<file path="config.mk">
export PLATFORM = sky130hd
export DESIGN_NAME = serial_add_ctrl
export DESIGN_NICKNAME = d
export VERILOG_FILES = /design/src/rtl/serial_add_ctrl.sv
export SDC_FILE = /design/constraint.sdc
export NUM_CORES = 1
export LEC_CHECK = 0
export ABC_AREA = 0
export CAP_MARGIN = 20
export CORE_ASPECT_RATIO = 1.5
export CORE_MARGIN = 5
export CORE_UTILIZATION = 30
export DETAILED_ROUTE_END_ITERATION = 8
export GPL_ROUTABILITY_DRIVEN = 0
export MAX_ROUTING_LAYER = met4
export SLEW_MARGIN = 40
export SYNTH_ARGS = -nofsm -noshare
export SYNTH_HDL_FRONTEND = slang
export SYNTH_SLANG_ARGS = --single-unit
</file>
<file path="constraint.sdc">
create_clock -name clk -period 2.05 [get_ports clk]
set_input_delay 0.41 -clock clk [delete_from_list [all_inputs] [get_ports clk]]
set_output_delay 0.41 -clock clk [all_outputs]
set_load 0.02 [all_outputs]
</file>
<file path="src/rtl/serial_add_ctrl.sv">
// Bit-serial adder controller: walks two NUM_BITS operands LSB-first through a
// single one-bit full adder, one bit per clock, and reports sum, carry and overflow.

module adder_1bit (
   input  logic a,
   input  logic b,
   input  logic carry_in,
   output logic sum,
   output logic carry_out
);
   assign sum       = a ^ b ^ carry_in;
   assign carry_out = (a & b) | (carry_in & (a ^ b));
endmodule

module serial_add_ctrl #(
   parameter int NUM_BITS = 8
) (
   input  logic                clk,
   input  logic                n_rst,
   input  logic                start,
   input  logic                abort,
   input  logic [NUM_BITS-1:0] a,
   input  logic [NUM_BITS-1:0] b,
   input  logic                carry_in,
   output logic                busy,
   output logic                done,
   output logic [NUM_BITS-1:0] sum,
   output logic                carry_out,
   output logic                overflow
);
   localparam int CNT_W = (NUM_BITS > 1) ? $clog2(NUM_BITS) : 1;
   localparam logic [CNT_W-1:0] LAST_BIT = CNT_W'(NUM_BITS - 1);

   typedef enum logic [1:0] {IDLE, ADD, DONE} state_t;

   state_t              state_q, state_d;
   logic [NUM_BITS-1:0] a_q, b_q, sum_q;
   logic [CNT_W-1:0]    cnt_q;
   logic                carry_q, carry_out_q, overflow_q;
   logic                add_sum, add_carry;
   logic                last_bit;

   adder_1bit u_adder (
      .a         (a_q[0]),
      .b         (b_q[0]),
      .carry_in  (carry_q),
      .sum       (add_sum),
      .carry_out (add_carry)
   );

   assign last_bit = (cnt_q == LAST_BIT);

   // NOTE: sequential state uses non-blocking assignments so every register
   // samples pre-edge values, independent of statement order.
   always_ff @(posedge clk or negedge n_rst) begin
      if (!n_rst) state_q <= IDLE;
      else        state_q <= state_d;
   end

   // NOTE: state_d gets a default before the case so no path leaves it
   // unassigned and no latch is inferred.
   always_comb begin
      state_d = state_q;
      case (state_q)
         IDLE:    if (start) state_d = ADD;
         ADD: begin
            if (abort)         state_d = IDLE;
            else if (last_bit) state_d = DONE;
         end
         DONE:    state_d = IDLE;
         default: state_d = IDLE;
      endcase
   end

   always_ff @(posedge clk or negedge n_rst) begin
      if (!n_rst) begin
         a_q         <= '0;
         b_q         <= '0;
         sum_q       <= '0;
         cnt_q       <= '0;
         carry_q     <= 1'b0;
         carry_out_q <= 1'b0;
         overflow_q  <= 1'b0;
      end else begin
         case (state_q)
            IDLE: begin
               if (start) begin
                  a_q         <= a;
                  b_q         <= b;
                  carry_q     <= carry_in;
                  cnt_q       <= '0;
                  sum_q       <= '0;
                  carry_out_q <= 1'b0;
                  overflow_q  <= 1'b0;
               end
            end
            ADD: begin
               if (abort) begin
                  sum_q       <= '0;
                  carry_out_q <= 1'b0;
                  overflow_q  <= 1'b0;
               end else begin
                  sum_q   <= {add_sum, sum_q[NUM_BITS-1:1]};
                  a_q     <= a_q >> 1;
                  b_q     <= b_q >> 1;
                  carry_q <= add_carry;
                  cnt_q   <= cnt_q + CNT_W'(1);
                  // On the MSB step carry_q is still the carry into the MSB.
                  if (last_bit) begin
                     carry_out_q <= add_carry;
                     overflow_q  <= carry_q ^ add_carry;
                  end
               end
            end
            default: ;
         endcase
      end
   end

   assign busy      = (state_q == ADD);
   assign done      = (state_q == DONE);
   assign sum       = sum_q;
   assign carry_out = carry_out_q;
   assign overflow  = overflow_q;

endmodule

</file>
Yosys cells after proc, flatten, opt, wreduce, memory -nomap -nowiden
Index checks and enable logic that the tools add are counted.

Register bits after elaboration: 32. Bits in latches: 0. RAM bits: 0. Memory bits (read-only): 0. Output and inout port bits: 12. Logic and storage cells: 53. Memories: 0.

Add/subtract/negate cells: 1. Multiply operators: 0. Div/mod/pow operators: 0. Order comparisons: 0. Eq/ne operators: 6. Shift operators: 0. Multiplexer cells: 26. Bitwise operators: 6. Reduce and logical (&&, ||, !) cells: 6.

Operator list (count): $mux 8 (6); $pmux 8 s2 (3); $mux 1 (7); $mux 2 (3); $mux 3 (2); $pmux 1 s2 (3); $pmux 3 s2 (1); $reduce_and 3->1 (2); $ne 2x2->1 const B (2); $pmux 2 s2 (1); $reduce_and 2->1 (2); $add 3x1->3 const B (1); $eq 3x3->1 const B (1); $ne 3x2->1 const B (1); $xor 1x1->1 (3); $and 1x1->1 (2); $eq 2x1->1 const B (1); $eq 2x2->1 const B (1); $logic_not 2->1 (1); $reduce_bool 2->1 (1); $or 1x1->1 (1).

Longest topological paths before layout
Depth after elaboration: 7. Gate-level depth with buffers: 6. Mapped depth without buffers: 5.

By module
A second synthesis with hierarchy kept.

Cells, all modules: 113. Area total of the unflattened synthesis: 1619.1 um^2.

Modules (own cells, without submodules): serial_add_ctrl (times used 1, cells each 112, area an instance 1599.0 um^2); adder_1bit (times used 1, cells each 1, area an instance 20.0 um^2).

Worst setup path after synthesis
No wires, ideal clock.

Path type: register to register. Start point: register state_q[1]. End point: register a_q[0]. Setup time: 0.125 ns. Arrival time: 1.405 ns. Setup slack: 0.519 ns. Cell stages (with the launch flop): 7. Buffers on the path: 3. Period minus slack after synthesis: 1.531 ns. Path through: dfrtp_1 buf_6 nand2b_4 buf_6 buf_12 mux2_4 mux2_4.

Word-level cells in the longest chain between the ends: 3. Elaborated cells on any way between the ends: 7.

RTL lines: start, declared (RTL line 36) `state_t state_q, state_d;`; start signal, assigned (RTL line 57) `else state_q <= state_d;`; $eq 2x1->1 or $logic_not 2->1 (tied branches) (RTL line 85) `case (state_q)`; $ne 2x2->1 (no source line) or $reduce_bool 2->1 (tied branches); $reduce_and 3->1 (no source line); end signal, assigned (RTL line 104) `a_q <= a_q >> 1;`; end, declared (RTL line 37) `logic [NUM_BITS-1:0] a_q, b_q, sum_q;`.

Parallel ways exist; a longest one is shown, timed or not. A chain may end at the register's enable or synchronous reset.

Worst setup path in the final report
Start point: register state_q[1]. End point: output port done.

Word-level cells in the longest chain between the ends: 1.

RTL lines: $eq 2x2->1 (RTL line 121) `assign done = (state_q == DONE);`; end, declared (RTL line 26) `output logic done,`.

No other way between the ends.

==> out/qor.txt <==
Worst-margin pin slew - 627 ps
Cts bufs inserted - 5
Antenna violations before repair - 0
CP arrival - 1520 ps
Die area - 7010 µm²
Initial core utilization - 31.2%
Netlist cell types - 26
Minimum clock period - 1930 ps
Largest net degree at the start of global routing - 33
Routed len/inst - 14.7 µm
Met3 Use GR - 4.01%
Share of the synthesized area in the top cell type - 49.3%
Final Power - 2220 µW
Register-to-Register Path Depth - 4
I/O Buffers - 32
Row count - 32
Commonest register cell after synthesis - dfrtp_1
Area grow syn2layout - 31.8%
Ys async rst share - 100%
Hold depth - 1
Critical Path, Cell by Cell - nor2b_1 > clkdlybuf4s50_1
Final Setup Violations - 0
R2R Path End - b_q[3]
Syn_nets - 137
Worst setup margin - 116 ps
H-tree depth - 2
Maxcap violations - 0
Core Box Area - 5200 µm²
CP max stage delay - 610 ps
Most Crowded Layer GR - met2
Average size of a mapped cell - 14.4 µm²
WP data required - 1640 ps
Fmax - 0.517 GHz
Met2 GRT Util - 18.4%
Drt total wl - 3.22 mm
CTS tree - built
Root Driver - clkbuf_8
Peak VDD IR - 0.000462 V
Final period util - 94.4%
Synth warnings - 0
Kind of cell adding the most delay to the critical path - buffers and inverters
Worst hold margin - 508 ps
Most frequent cells in the layout - 31 x clkdlybuf4s50_1, 30 x dfrtp_1, 16 x mux2_2, 16 x mux2_4, 11 x a22o_1
Met1 Resource Use GR - 10.1%
Final clock skew - 8.38 ps
Total grt overflow - 0
DP Worst Slack - 101 ps
Post-route ant nets - 0
Vias in the first global route - 1186
DRC Markers - 0
Worst-path maximum fanout - 9
Max-slew headroom - 58.1%
Reg2reg setup slack - 410 ps
Critical-path top delay cell - clkdlybuf4s50_1
Register clock-pin slew on the reported worst setup and hold paths - 70 ps
CP endpoint kind - output port
GRT Util Overall - 10.4%
Syn Inst Count - 113
Post-Route Utilization - 41.1%
Clk sinks - 32
First-pass GRT wire length - 5.60 mm
Synthesized area - 1620 µm²
Vias after detailed routing - 1033
Pins Over Slew Limit - 0
Chip height - 100 µm
Cell taking the most area after synthesis - dfrtp_1
Layout cells sized above 1 - 33.1%
Status - complete, no violations
Fin. Hold Viols - 0
Pleak - 0.000969 µW
Die X - 70.1 µm
Vias per cell - 4.72
Post-synthesis sequential area ratio - 49.3%
Reg-to-Reg Start - state_q[1]
Tightest Hold Check Type - flip-flop to flip-flop
CTS max path bufs - 2
Clk_lat worst skew - 280 ps
Min-Delay Endpoint - b_q[4]
Top cells by area in the synthesized netlist - dfrtp_1 49%, mux2_4 15%, mux2_2 11%
Most common cell after layout, fill and taps aside - clkdlybuf4s50_1
N_diodes - 0
Iter 0 DRT Violations - 36
Fillcell total - 511
TritonRoute pass-1 iters - 3
Worst Hold Launch - b_q[4]
Total negative slack - 0 ps
IO Pins - 33
Synthesis-stage register bit count - 32
Postcts setup bufs - 0
CP Buf/Inv Count - 1
PD cells - 1040 nW/µm²
CP Launch Type - flip-flop
Number of synthesized flops with an enable pin - 0
RSZ-0062 raised after global routing - false
CP Class - flip-flop to output port
DP HPWL - 2.40 mm
Final layout net count - 174
synth_stat cells, types with 2 or more instances:
cell and n:
dfrtp_1 32, mux2_2 16, mux2_4 16, a22o_1 11
nor2_1 4, nor2b_1 4, buf_6 3, a21oi_1 2
a32o_1 2, ha_1 2, inv_1 2, nand2_1 2
nand2b_4 2, o21ai_0 2, o21bai_1 2
timing repair:
item | CTS | global route
hold buffers | 0 | 0
gates resized for setup | 1 | 2
pin swaps | 0 | 0
endpoints found under the setup margin | 2 | 2
cell families after synthesis:
logic type / count (synthesis) / synth area share [%]
mux: 32 / 25.9
flops: 32 / 49.3
compound gates: 22 / 11.3
simple gates: 14 / 5.40
buf+inv: 9 / 4.78
fa+ha+maj: 3 / 2.78
xor+xnor: 1 / 0.540
worst reg2reg max path: stages (launching register included):
cell	delay [ps]
dfrtp_2	470
nand2b_4	170
buf_4	260
mux2_2	370
mux2_2	260
through the flow:
| stage | cell area, µm² | cells |
|---|---|---|
| after CTS | 2140 | 219 |
| after global placement | 2010 | 211 |
| after floorplan | 1620 | 113 |
| after global routing | 2140 | 219 |
| final | 2140 | 219 |
| after detailed placement | 2010 | 211 |
per-layer routing:
metal / part of all wire, % / wire length (µm)
met2: 55 / 1770
met1: 37 / 1200
met5: 0 / 0
met3: 6.4 / 206
met4: 1.4 / 46
final cells by class:
cell class	count	area, µm²	share of cell area, %
Sequential cell	32	803	37.5
Multi-Input combinational cell	72	744	34.8
Timing Repair Buffer	37	373	17.4
Clock buffer	7	96.3	4.50
Tap cell	68	85.1	3.98
Clock inverter	1	30.0	1.40
Inverter	2	7.51	0.351
registers in the layout (all words and copies together) (netlist names):
register   count
overflow       1
state_q        2
carry_out      1
a_q            8
b_q            8
cnt_q          3
carry_q        1
sum            8
power by group:
| group | total, µW | switching (µW) | internal [µW] |
|---|---|---|---|
| clock | 661 | 233 | 429 |
| sequential | 921 | 121 | 799 |
| combinational | 638 | 221 | 418 |
| total | 2220 | 575 | 1650 |
how the worst max path moves through the flow:
stage | slack [ps] | to | from | cells after the start
global placement | 140 | b_q[3] | start | 5
global route | 4 | done | state_q[1] | 2
finish | 120 | done | state_q[1] | 2
detailed placement | 100 | b_q[3] | start | 5
CTS | 20 | busy | state_q[1] | 3
floorplan | 520 | a_q[0] | state_q[1] | 6
No activity file was read; power rests on OpenSTA's default activity.
